==> config.mk <==
export PLATFORM = sky130hd
export DESIGN_NAME = qspi_sram_writer
export DESIGN_NICKNAME = d
export VERILOG_FILES = /design/src/rtl/qspi_sram_writer.sv
export SDC_FILE = /design/constraint.sdc
export NUM_CORES = 1
export LEC_CHECK = 0
export ABC_AREA = 1
export CAP_MARGIN = 25
export CORE_AREA = 2 2 117 119
export DETAILED_ROUTE_END_ITERATION = 10
export DIE_AREA = 0 0 119 121
export PLACE_DENSITY = 0.8
export SYNTH_ARGS = -nofsm -noshare
export SYNTH_HDL_FRONTEND = slang
export SYNTH_SLANG_ARGS = --single-unit
==> constraint.sdc <==
create_clock -name WBs_CLK_i -period 3.52 [get_ports WBs_CLK_i]
set_clock_uncertainty 0.2 [all_clocks]
set_input_delay 1.056 -clock WBs_CLK_i [delete_from_list [all_inputs] [get_ports WBs_CLK_i]]
set_output_delay 1.056 -clock WBs_CLK_i [all_outputs]
set_load 0.1 [all_outputs]
==> src/rtl/qspi_sram_writer.sv <==
// Streams one burst of capture-RAM words to an external SQI SRAM:
// write opcode, 24-bit byte address, then len 32-bit words, MSB nibble first.
module qspi_sram_writer #(
    parameter int         ADDRWIDTH = 9,
    parameter logic [7:0] CMD_WRITE = 8'h02
) (
    input  logic                 WBs_CLK_i,
    input  logic                 WBs_RST_i,
    input  logic                 start_i,
    input  logic [23:0]          sram_addr_i,
    input  logic [ADDRWIDTH-1:0] ram_base_i,
    input  logic [ADDRWIDTH:0]   len_i,
    output logic [ADDRWIDTH-1:0] ram_rd_addr_o,
    input  logic [31:0]          ram_rd_data_i,
    output logic [3:0]           QUAD_Out_o,
    output logic                 QUAD_oe_o,
    output logic                 QUAD_nCE_o,
    output logic                 QUAD_SCK_o,
    output logic                 busy_o,
    output logic                 qspi_tx_fin
);

    localparam int CW = ADDRWIDTH + 4;

    typedef enum logic [2:0] {
        IDLE,
        CMD,
        ADDR,
        DATA,
        FIN
    } state_t;

    state_t               state;
    logic [CW-1:0]        nib;
    logic [CW-1:0]        nib_nxt;
    logic [CW-1:0]        last_nib;
    logic [ADDRWIDTH:0]   len_q;
    logic [ADDRWIDTH:0]   issued;
    logic [27:0]          shreg;
    logic [31:0]          pf;
    logic                 req;
    logic                 cap;

    assign nib_nxt  = nib + CW'(1);
    assign last_nib = {len_q, 3'b111};

    always_ff @(posedge WBs_CLK_i) begin
        if (WBs_RST_i) begin
            state         <= IDLE;
            nib           <= '0;
            len_q         <= '0;
            issued        <= '0;
            shreg         <= '0;
            pf            <= '0;
            req           <= 1'b0;
            cap           <= 1'b0;
            ram_rd_addr_o <= '0;
            QUAD_Out_o    <= '0;
            QUAD_oe_o     <= 1'b0;
            QUAD_nCE_o    <= 1'b1;
            QUAD_SCK_o    <= 1'b0;
            busy_o        <= 1'b0;
            qspi_tx_fin   <= 1'b0;
        end else begin
            qspi_tx_fin <= 1'b0;
            // synchronous RAM: data for an issued address is valid two edges later
            req <= 1'b0;
            cap <= req;
            if (cap) begin
                pf <= ram_rd_data_i;
            end
            case (state)
                IDLE: begin
                    if (start_i) begin
                        if (len_i != '0) begin
                            state         <= CMD;
                            len_q         <= len_i;
                            nib           <= '0;
                            QUAD_nCE_o    <= 1'b0;
                            QUAD_oe_o     <= 1'b1;
                            QUAD_SCK_o    <= 1'b0;
                            QUAD_Out_o    <= CMD_WRITE[7:4];
                            shreg         <= {CMD_WRITE[3:0], sram_addr_i};
                            ram_rd_addr_o <= ram_base_i;
                            issued        <= (ADDRWIDTH+1)'(1);
                            req           <= 1'b1;
                            busy_o        <= 1'b1;
                        end else begin
                            state       <= FIN;
                            qspi_tx_fin <= 1'b1;
                        end
                    end
                end
                CMD, ADDR, DATA: begin
                    if (!QUAD_SCK_o) begin
                        QUAD_SCK_o <= 1'b1;
                    end else begin
                        QUAD_SCK_o <= 1'b0;
                        if (nib == last_nib) begin
                            state       <= FIN;
                            qspi_tx_fin <= 1'b1;
                            busy_o      <= 1'b0;
                            QUAD_nCE_o  <= 1'b1;
                            QUAD_oe_o   <= 1'b0;
                            QUAD_Out_o  <= '0;
                            nib         <= '0;
                        end else begin
                            nib <= nib_nxt;
                            if (nib_nxt[2:0] == 3'd0) begin
                                // word boundary: consume prefetch, fetch the next word
                                state      <= DATA;
                                QUAD_Out_o <= pf[31:28];
                                shreg      <= pf[27:0];
                                if (issued != len_q) begin
                                    ram_rd_addr_o <= ram_rd_addr_o + ADDRWIDTH'(1);
                                    issued        <= issued + (ADDRWIDTH+1)'(1);
                                    req           <= 1'b1;
                                end
                            end else begin
                                QUAD_Out_o <= shreg[27:24];
                                shreg      <= {shreg[23:0], 4'h0};
                                if (nib_nxt == CW'(2)) begin
                                    state <= ADDR;
                                end
                            end
                        end
                    end
                end
                FIN: begin
                    state <= IDLE;
                end
                default: begin
                    state <= IDLE;
                end
            endcase
        end
    end

endmodule
---- Word level (Yosys, flattened, before mapping) ----
Cells that the tools add are included.
storage, ports and cells
  register bits ........................... 115
  bits in latches ......................... 0
  memory bits (writable) .................. 0
  ROM bits ................................ 0
  input bits .............................. 78
  output and inout port bits .............. 18
  logic and storage cells ................. 105
  memories kept ........................... 0
cells by class
  $add $sub $neg .......................... 3
  multipliers ............................. 0
  divide/modulo/power cells ............... 0
  order comparisons ....................... 0
  equality and inequality tests ........... 14
  shifts and indexed selects .............. 0
  muxes and demuxes ....................... 62
  bitwise gates (word level) .............. 0
  reductions and logical operators ........ 12
operators with widths
  cell                     count
  $mux W28                 5
  $mux W10                 6
  $pmux W28 S2             1
  $mux W9                  6
  $mux W13                 4
  $pmux W13 S2             1
  $mux W4                  5
  $pmux W10 S2             1
  $mux W1                  19
  $mux W3                  6
  $pmux W9 S2              1
  $ne A2 B2 Y1 const B     7
  $add A13 B1 Y13 const B  1
  $eq A13 B13 Y1           1
  $eq A13 B2 Y1 const B    1
  $add A10 B1 Y10 const B  1
  $ne A10 B10 Y1           1
  $pmux W1 S2              5
  $reduce_and A5 Y1        2
  $reduce_bool A10 Y1      1
  $add A9 B1 Y9 const B    1
  $reduce_and A3 Y1        3
  $pmux W4 S2              1
  $reduce_and A7 Y1        1
  8 further kinds          10

---- Longest topological paths before layout ----
Gate-level depths: netlist of run 1.
  depth in word-level cells ............... 7
  mapped depth ............................ 14
  mapped depth without buffers ............ 14

---- Least setup slack after synthesis of run 1 ----
OpenSTA, ideal clock, no wires.
  kind .................................... register to output
  start ................................... reg busy_o
  end ..................................... out busy_o
  arrival time ............................ 1,374 ps
  required time ........................... 2,264 ps
  path slack .............................. 890 ps
  cell stages (with the launch flop) ...... 2
  path buffers ............................ 1
  path through ............................ dfxtp_1 buf_4
RTL lines
  what                    RTL line  text
  from (decl)             19        output logic busy_o,
  from (signal assigned)  62        busy_o <= 1'b0;
  from (signal assigned)  87        busy_o <= 1'b1;
  from (signal assigned)  102       busy_o <= 1'b0;
No word-level cell between the ends.

---- Worst setup path after layout of run 1 ----
  start ................................... in len_i[6]
  end ..................................... reg shreg[13]
between the ends
  word-level cells in the longest chain between the ends .. 3
ends and longest elaborated chain
  what                                RTL line  text
  from (decl)                         12        input logic [ADDRWIDTH:0] len_i,
  $reduce_bool A10 Y1                 75        if (len_i != '0) begin
  $ne A2 B2 Y1 (no source line)       --
  $reduce_and A5 Y1 (no source line)  --
  to (signal assigned)                83        shreg <= {CMD_WRITE[3:0], sram_addr_i};
  to (signal assigned)                113       shreg <= pf[27:0];
  to (signal assigned)                121       shreg <= {shreg[23:0], 4'h0};
  to (decl)                           39        logic [27:0] shreg;
Every way passes these cells.
A chain may end at the register's enable or synchronous reset.

==> results of run 1 <==
## cells in the mapped netlist, types with 6 or more instances
master      n
clkbuf_1   28
dfxtp_1   115
inv_1      53
buf_2       6
nand3_1    51
inv_2       8
nor2_1    112
o21ai_0    80
a21oi_1    44
o22ai_1     6
nand4_1    10
mux2i_1     8
o211a_1    20
nand2_1   243
nor3_1      9
## metal layers
metal / wire length [µm] / global-route usage
met5: 0 / 0
met3: 829 / 0.0611
met1: 6940 / 0.274
met4: 297 / 0.0781
met2: 7280 / 0.352
## sequential cells by signal, indices dropped and copies added (netlist names)
signal / flops
busy_o: 1
QUAD_SCK_o: 1
state: 3
QUAD_nCE_o: 1
len_q: 10
issued: 10
ram_rd_addr_o: 9
cap: 1
QUAD_Out_o: 4
nib: 13
shreg: 28
qspi_tx_fin: 1
req: 1
pf: 32
## area by class of cell
| type | instances | area (µm²) |
|---|---|---|
| clock buffer | 19 | 443 |
| clock inverter | 13 | 181 |
| fill | 1219 | 5640 |
| inverter | 63 | 236 |
| multi-input combinational | 636 | 3060 |
| sequential | 115 | 2300 |
| tap | 176 | 220 |
| timing repair buffer | 108 | 1000 |
## cells by family after synthesis
| kind of cell | Yosys count | synth area share |
|---|---|---|
| adders and majority gates | 5 | 0.0108 |
| buffers and inverters | 108 | 0.0783 |
| and+or+nand+nor | 449 | 0.322 |
| AOI/OAI and AO/OA | 165 | 0.165 |
| xor gates and xnor gates | 9 | 0.0136 |
| DFF | 115 | 0.396 |
| muxes | 8 | 0.0138 |
## through the flow
step                 util  area [µm²]  instances  setup WS (ps)  total power [mW]
floorplan               -        5820        859            890              3.43
global placement    0.521        6820       1098            213              3.86
detailed placement  0.521        6820       1098            154              3.89
CTS                 0.569        7450       1130            573              5.75
global route        0.569        7450       1130            332              6.07
finish              0.569        7450       1130            543              5.73
## worst max path at each step
stage               cells past startpoint        end     start  slack [ps]
finish                                 10  shreg[13]  len_i[6]         540
global route                           10  shreg[13]  len_i[6]         330
CTS                                    10  shreg[13]  len_i[6]         570
detailed placement                     10  shreg[17]  len_i[6]         150
global placement                       10   shreg[5]  len_i[7]         210
floorplan                               1     busy_o    busy_o         890
## worst register-to-register path, cell delays in order (launching register included)
cell and delay (ps):
dfxtp_1 310, nor2_1 200, nor2_2 70, buf_4 260, nand2_1 110, nand2_1 100, nor2_4 180, nand2_4 80
inv_2 520, nand3_1 170, o211a_1 150
## power breakdown
part           leakage, nW  internal [mW]  switching (mW)
Combinational         1.97          0.654            1.42
Sequential           0.941           1.61           0.212
Clock                0.304           1.20           0.632
==> run metrics, run 1 <==
outcome finished, final reports clean; r2r startpoint state[0]; Clk Latency, worst-skew pair between 400 and 500 ps; EDFF count, synth 0; slew margin rel. 0.527; Routed Antenna Nets 0; Seq/Total Area, Yosys 0.396; vias in the first global route 5402; Core Area between 0.01 and 0.015 mm²; Die Footprint 0.0144 mm²; Synth warnings 0; Worst Hold Launch req; synth top area cells dfxtp_1, nand2_1, nor2_1; number of inserted diodes 0; Slew @ Worst Pin approximately 710 ps; Worst EP arrival roughly 3100 ps; Critical Path RT roughly 3600 ps; CTS tree built; setup bufs post-CTS 0; area leader, netlist dfxtp_1; IO buf count 95; capturing point of the worst reg2reg path shreg[13]; GPL Wtd Cong 0.972; first-pass GRT wire length around 25000 µm; Residual DRC 0; Area Growth Syn to Fin 28.1%; post-synth cell types 42; Cells on Worst Hold Path 2; IO Pins 96; Worst path slowest cell inv_2; post-synth top area share 0.396; reg2reg setup slack roughly 1100 ps; Total Neg Setup Slack 0 ps; gr ovfl total 0; Die X 119 µm; most common cell after layout, fill and taps aside nand2_1; Reg2Reg Depth 10; maximum fanout along the worst path 49; post-CTS resize count 0; most frequent cells in the layout nand2_1, dfxtp_1, nor2_1; clock slew at reported path FFs 60 ps; Root Driver clkbuf_16; H-tree levels 4; RSZ-0062 raised after global routing no; total number of vias 5855; initial core utilization 0.444; WS Path Type in -> reg; CP max stage delay 520 ps; Post-CTS Hold Fix Bufs 0; register bit total from synthesis ~120; CTS Buf Count 17; largest net degree at the start of global routing 50; vias per cell 5.18; die height 121 µm; Leak Pwr 3.22 nW; Max Freq 336 MHz; post-layout min period about 3000 ps; Hold EP cap; cell row count 42; initial antenna violation count 0; Post-Syn Area 0.00582 mm²; Syn Inst Count 859; Worst path top cell family by delay buffers and inverters; share of layout cells above drive strength 1 0.0964; final wirelength between 15000 and 20000 µm; Bufs on Longest Clock Path 2; CP Capture Type register; fin nets 1024; asr flop ratio synth 0; Syn Area/Cell 6.77 µm²; dominant synthesized flop cell dfxtp_1; Peak VDD IR 412 µV; Total GRT Usage 0.216; final setup fails 0; worst hold margin ~200 ps; Buf/Inv on CP 2; drt initial violations 343; crit path cell chain clkdlybuf4s50_1 > nor2_1 > nor3b_1 > nand3_1 > nand2_1 > nor2_4 > nand2_4 > inv_2 > nand3_1 > o211a_1; final period utilization 0.846; Pins Over Slew Limit 0; drt wl/cell about 14 µm; max cap viols 0; CTS sink count 115; Worst setup SP type input port; Syn Nets roughly 940; Fin. Hold Viols 0; Worst Hold Class reg -> reg; Detail Placement HPWL about 11000 µm; Worst path most repeated cell nand3_1; Power Density 770 mW/mm²; Initial DRT Pass Iterations 5
(Power assumes the default switching activity.)
==> inputs of run 2 (changes only) <==
==> constraint.sdc (replaced) <==
create_clock -name WBs_CLK_i -period 3 [get_ports WBs_CLK_i]
set_clock_uncertainty 0.2 [all_clocks]
set_input_delay 0.9 -clock WBs_CLK_i [delete_from_list [all_inputs] [get_ports WBs_CLK_i]]
set_output_delay 0.9 -clock WBs_CLK_i [all_outputs]
set_load 0.1 [all_outputs]
==> run 2 against run 1 <==
Register-to-register slack got worse by 500 ps. Via count rose by 0.24%. Die area did not move. Total power rose by 22%. Critical path depth rose by 3. Setup slack got worse by 130 ps. Sequential power rose by 18%. Core utilization rose by 1.5 points. Sequential share of layout area fell by 0.79 points. Largest power group unchanged.
==> run metrics, run 2 (synthesized netlist as in run 1, its figures left out) <==
outcome finished, final reports clean (unchanged); vias per cell 5.13 (was 5.18); Die Footprint 0.0144 mm² (unchanged); final setup fails 0 (unchanged); Worst Hold Class reg -> reg (unchanged); Sw Ratio 0.383 (was 0.395); Total GRT Usage 0.219 (was 0.216); CP Capture Type register (unchanged); Top reg by flops pf (unchanged); initial core utilization 0.444 (unchanged); Die X 119 µm (unchanged); Area Growth Syn to Fin 31.4% (was 28.1%); CTS tree built (unchanged); clock slew at reported path FFs 60 ps (about the same); biggest regs pf (32), shreg (28), nib (13) (unchanged); Power Density 917 mW/mm² (was 770 mW/mm²); Detail Placement HPWL 10700 µm (was 10600 µm); slew margin rel. 0.635 (was 0.527); WS Path Type in -> reg (unchanged); largest net degree at the start of global routing 42 (was 50); maximum fanout along the worst path 6 (was 49); Slew @ Worst Pin 546 ps (was 708 ps); most frequent cells in the layout nand2_1, dfxtp_1, nor2_1 (unchanged); Fin. Hold Viols 0 (unchanged); initial antenna violation count 0 (unchanged); Worst EP arrival 2690 ps (was 3090 ps); first-pass GRT wire length 25400 µm (was 24900 µm); final core utilization 0.584 (was 0.569); Overall Power 7.01 mW (was 5.73 mW); GPL Wtd Cong 0.915 (was 0.972); Routed Antenna Nets 0 (unchanged); post-CTS resize count 0 (unchanged); number of flip-flops under the largest register name 32 (unchanged); drt wl/cell 13.4 µm (was 13.6 µm); number of inserted diodes 0 (unchanged); Worst Slack Setup Final 413 ps (was 543 ps); IO Pins 96 (unchanged); Bufs on Longest Clock Path 2 (unchanged); most common cell after layout, fill and taps aside nand2_1 (unchanged); Critical Path RT 3110 ps (was 3630 ps); Cells after DPL 1113 (was 1098); FILL cells 1175 (was 1219); final period utilization 0.862; vias in the first global route 5429 (was 5402); Leak Pwr 3.32 nW (was 3.22 nW); Clock Power Share 0.321 (was 0.320); gr ovfl total 0 (unchanged); Net Sw Power 2.68 mW (was 2.27 mW); die height 121 µm (unchanged); Post-CTS Hold Fix Bufs 0 (unchanged); placed inst area 0.00699 mm² (was 0.00682 mm²); IO buf count 95 (unchanged); Comb pwr share 0.373 (was 0.362); RSZ-0062 raised after global routing no (unchanged); max cap viols 0 (unchanged); Worst setup SP type input port (unchanged); worst hold margin 220 ps (was 202 ps); final wirelength 15400 µm (was 15300 µm); Finished Layout Cells 1145 (was 1130); Peak VDD IR 501 µV (was 412 µV); Total Neg Setup Slack 0 ps (unchanged); cell row count 42 (unchanged); CTS sink count 115 (unchanged); post-layout min period between 2000 and 3000 ps; Pins Over Slew Limit 0 (unchanged); final instance area 0.00764 mm² (was 0.00745 mm²); Core Area 0.0131 mm² (unchanged); H-tree levels 4 (unchanged); total number of vias 5869 (was 5855); Place WS 11.9 ps (was 154 ps); Clk Latency, worst-skew pair 420 ps (about the same); Residual DRC 0 (unchanged); share of layout cells above drive strength 1 0.110 (was 0.0964); Root Driver clkbuf_16 (unchanged); Max Freq between 300 and 400 MHz; fin nets 1039 (was 1024); cell internal pwr 4.33 mW (was 3.47 mW); setup bufs post-CTS 0 (unchanged); CTS Buf Count 17 (unchanged); drt initial violations 467 (was 343); sequential fraction of design power 0.305 (was 0.318); Initial DRT Pass Iterations 5 (unchanged)
[run 2: final cells by class]
type / instances / area, µm² / area share
Tap cell: 176 / 220 / 0.0288
Sequential cell: 115 / 2300 / 0.301
Clock inverter: 12 / 201 / 0.0264
Inverter: 63 / 236 / 0.0309
Multi-Input combinational cell: 636 / 3060 / 0.400
Clock buffer: 20 / 457 / 0.0597
Timing Repair Buffer: 123 / 1170 / 0.153
[run 2: layer usage]
metal | global-route usage | share of wire
met5 | 0 | 0
met4 | 0.0714 | 0.012
met3 | 0.0508 | 0.059
met2 | 0.359 | 0.48
met1 | 0.285 | 0.45
[run 2: power groups by stage]
stage / combinational, mW / clock [mW] / sequential (mW)
2_1_floorplan: 1.55 / 0 / 2.48
3_3_place_gp: 2.57 / 0 / 2.15
3_5_place_dp: 2.59 / 0 / 2.16
4_1_cts: 2.62 / 2.27 / 2.13
5_1_grt: 2.89 / 2.35 / 2.18
6_report: 2.62 / 2.25 / 2.14
[run 2: final timing paths]
check,endpoint,slack (ps),cells past startpoint,startpoint
worst max-delay path,shreg[25],410,13,len_i[3]
worst max register to register,qspi_tx_fin,550,11,nib[0]
worst min-delay path,cap,220,2,req
worst min register to register,cap,220,2,req
[run 2: worst max-delay path, cell delays in order]
cell and delay [ps]:
clkdlybuf4s50_1 430, nor2_1 110, nand2_1 60, nor3_1 190, nand3_1 170, nand2_1 140, nor2_4 50, nand2_4 60
buf_4 110, inv_2 70, buf_4 160, o21ai_0 180, a21oi_1 60
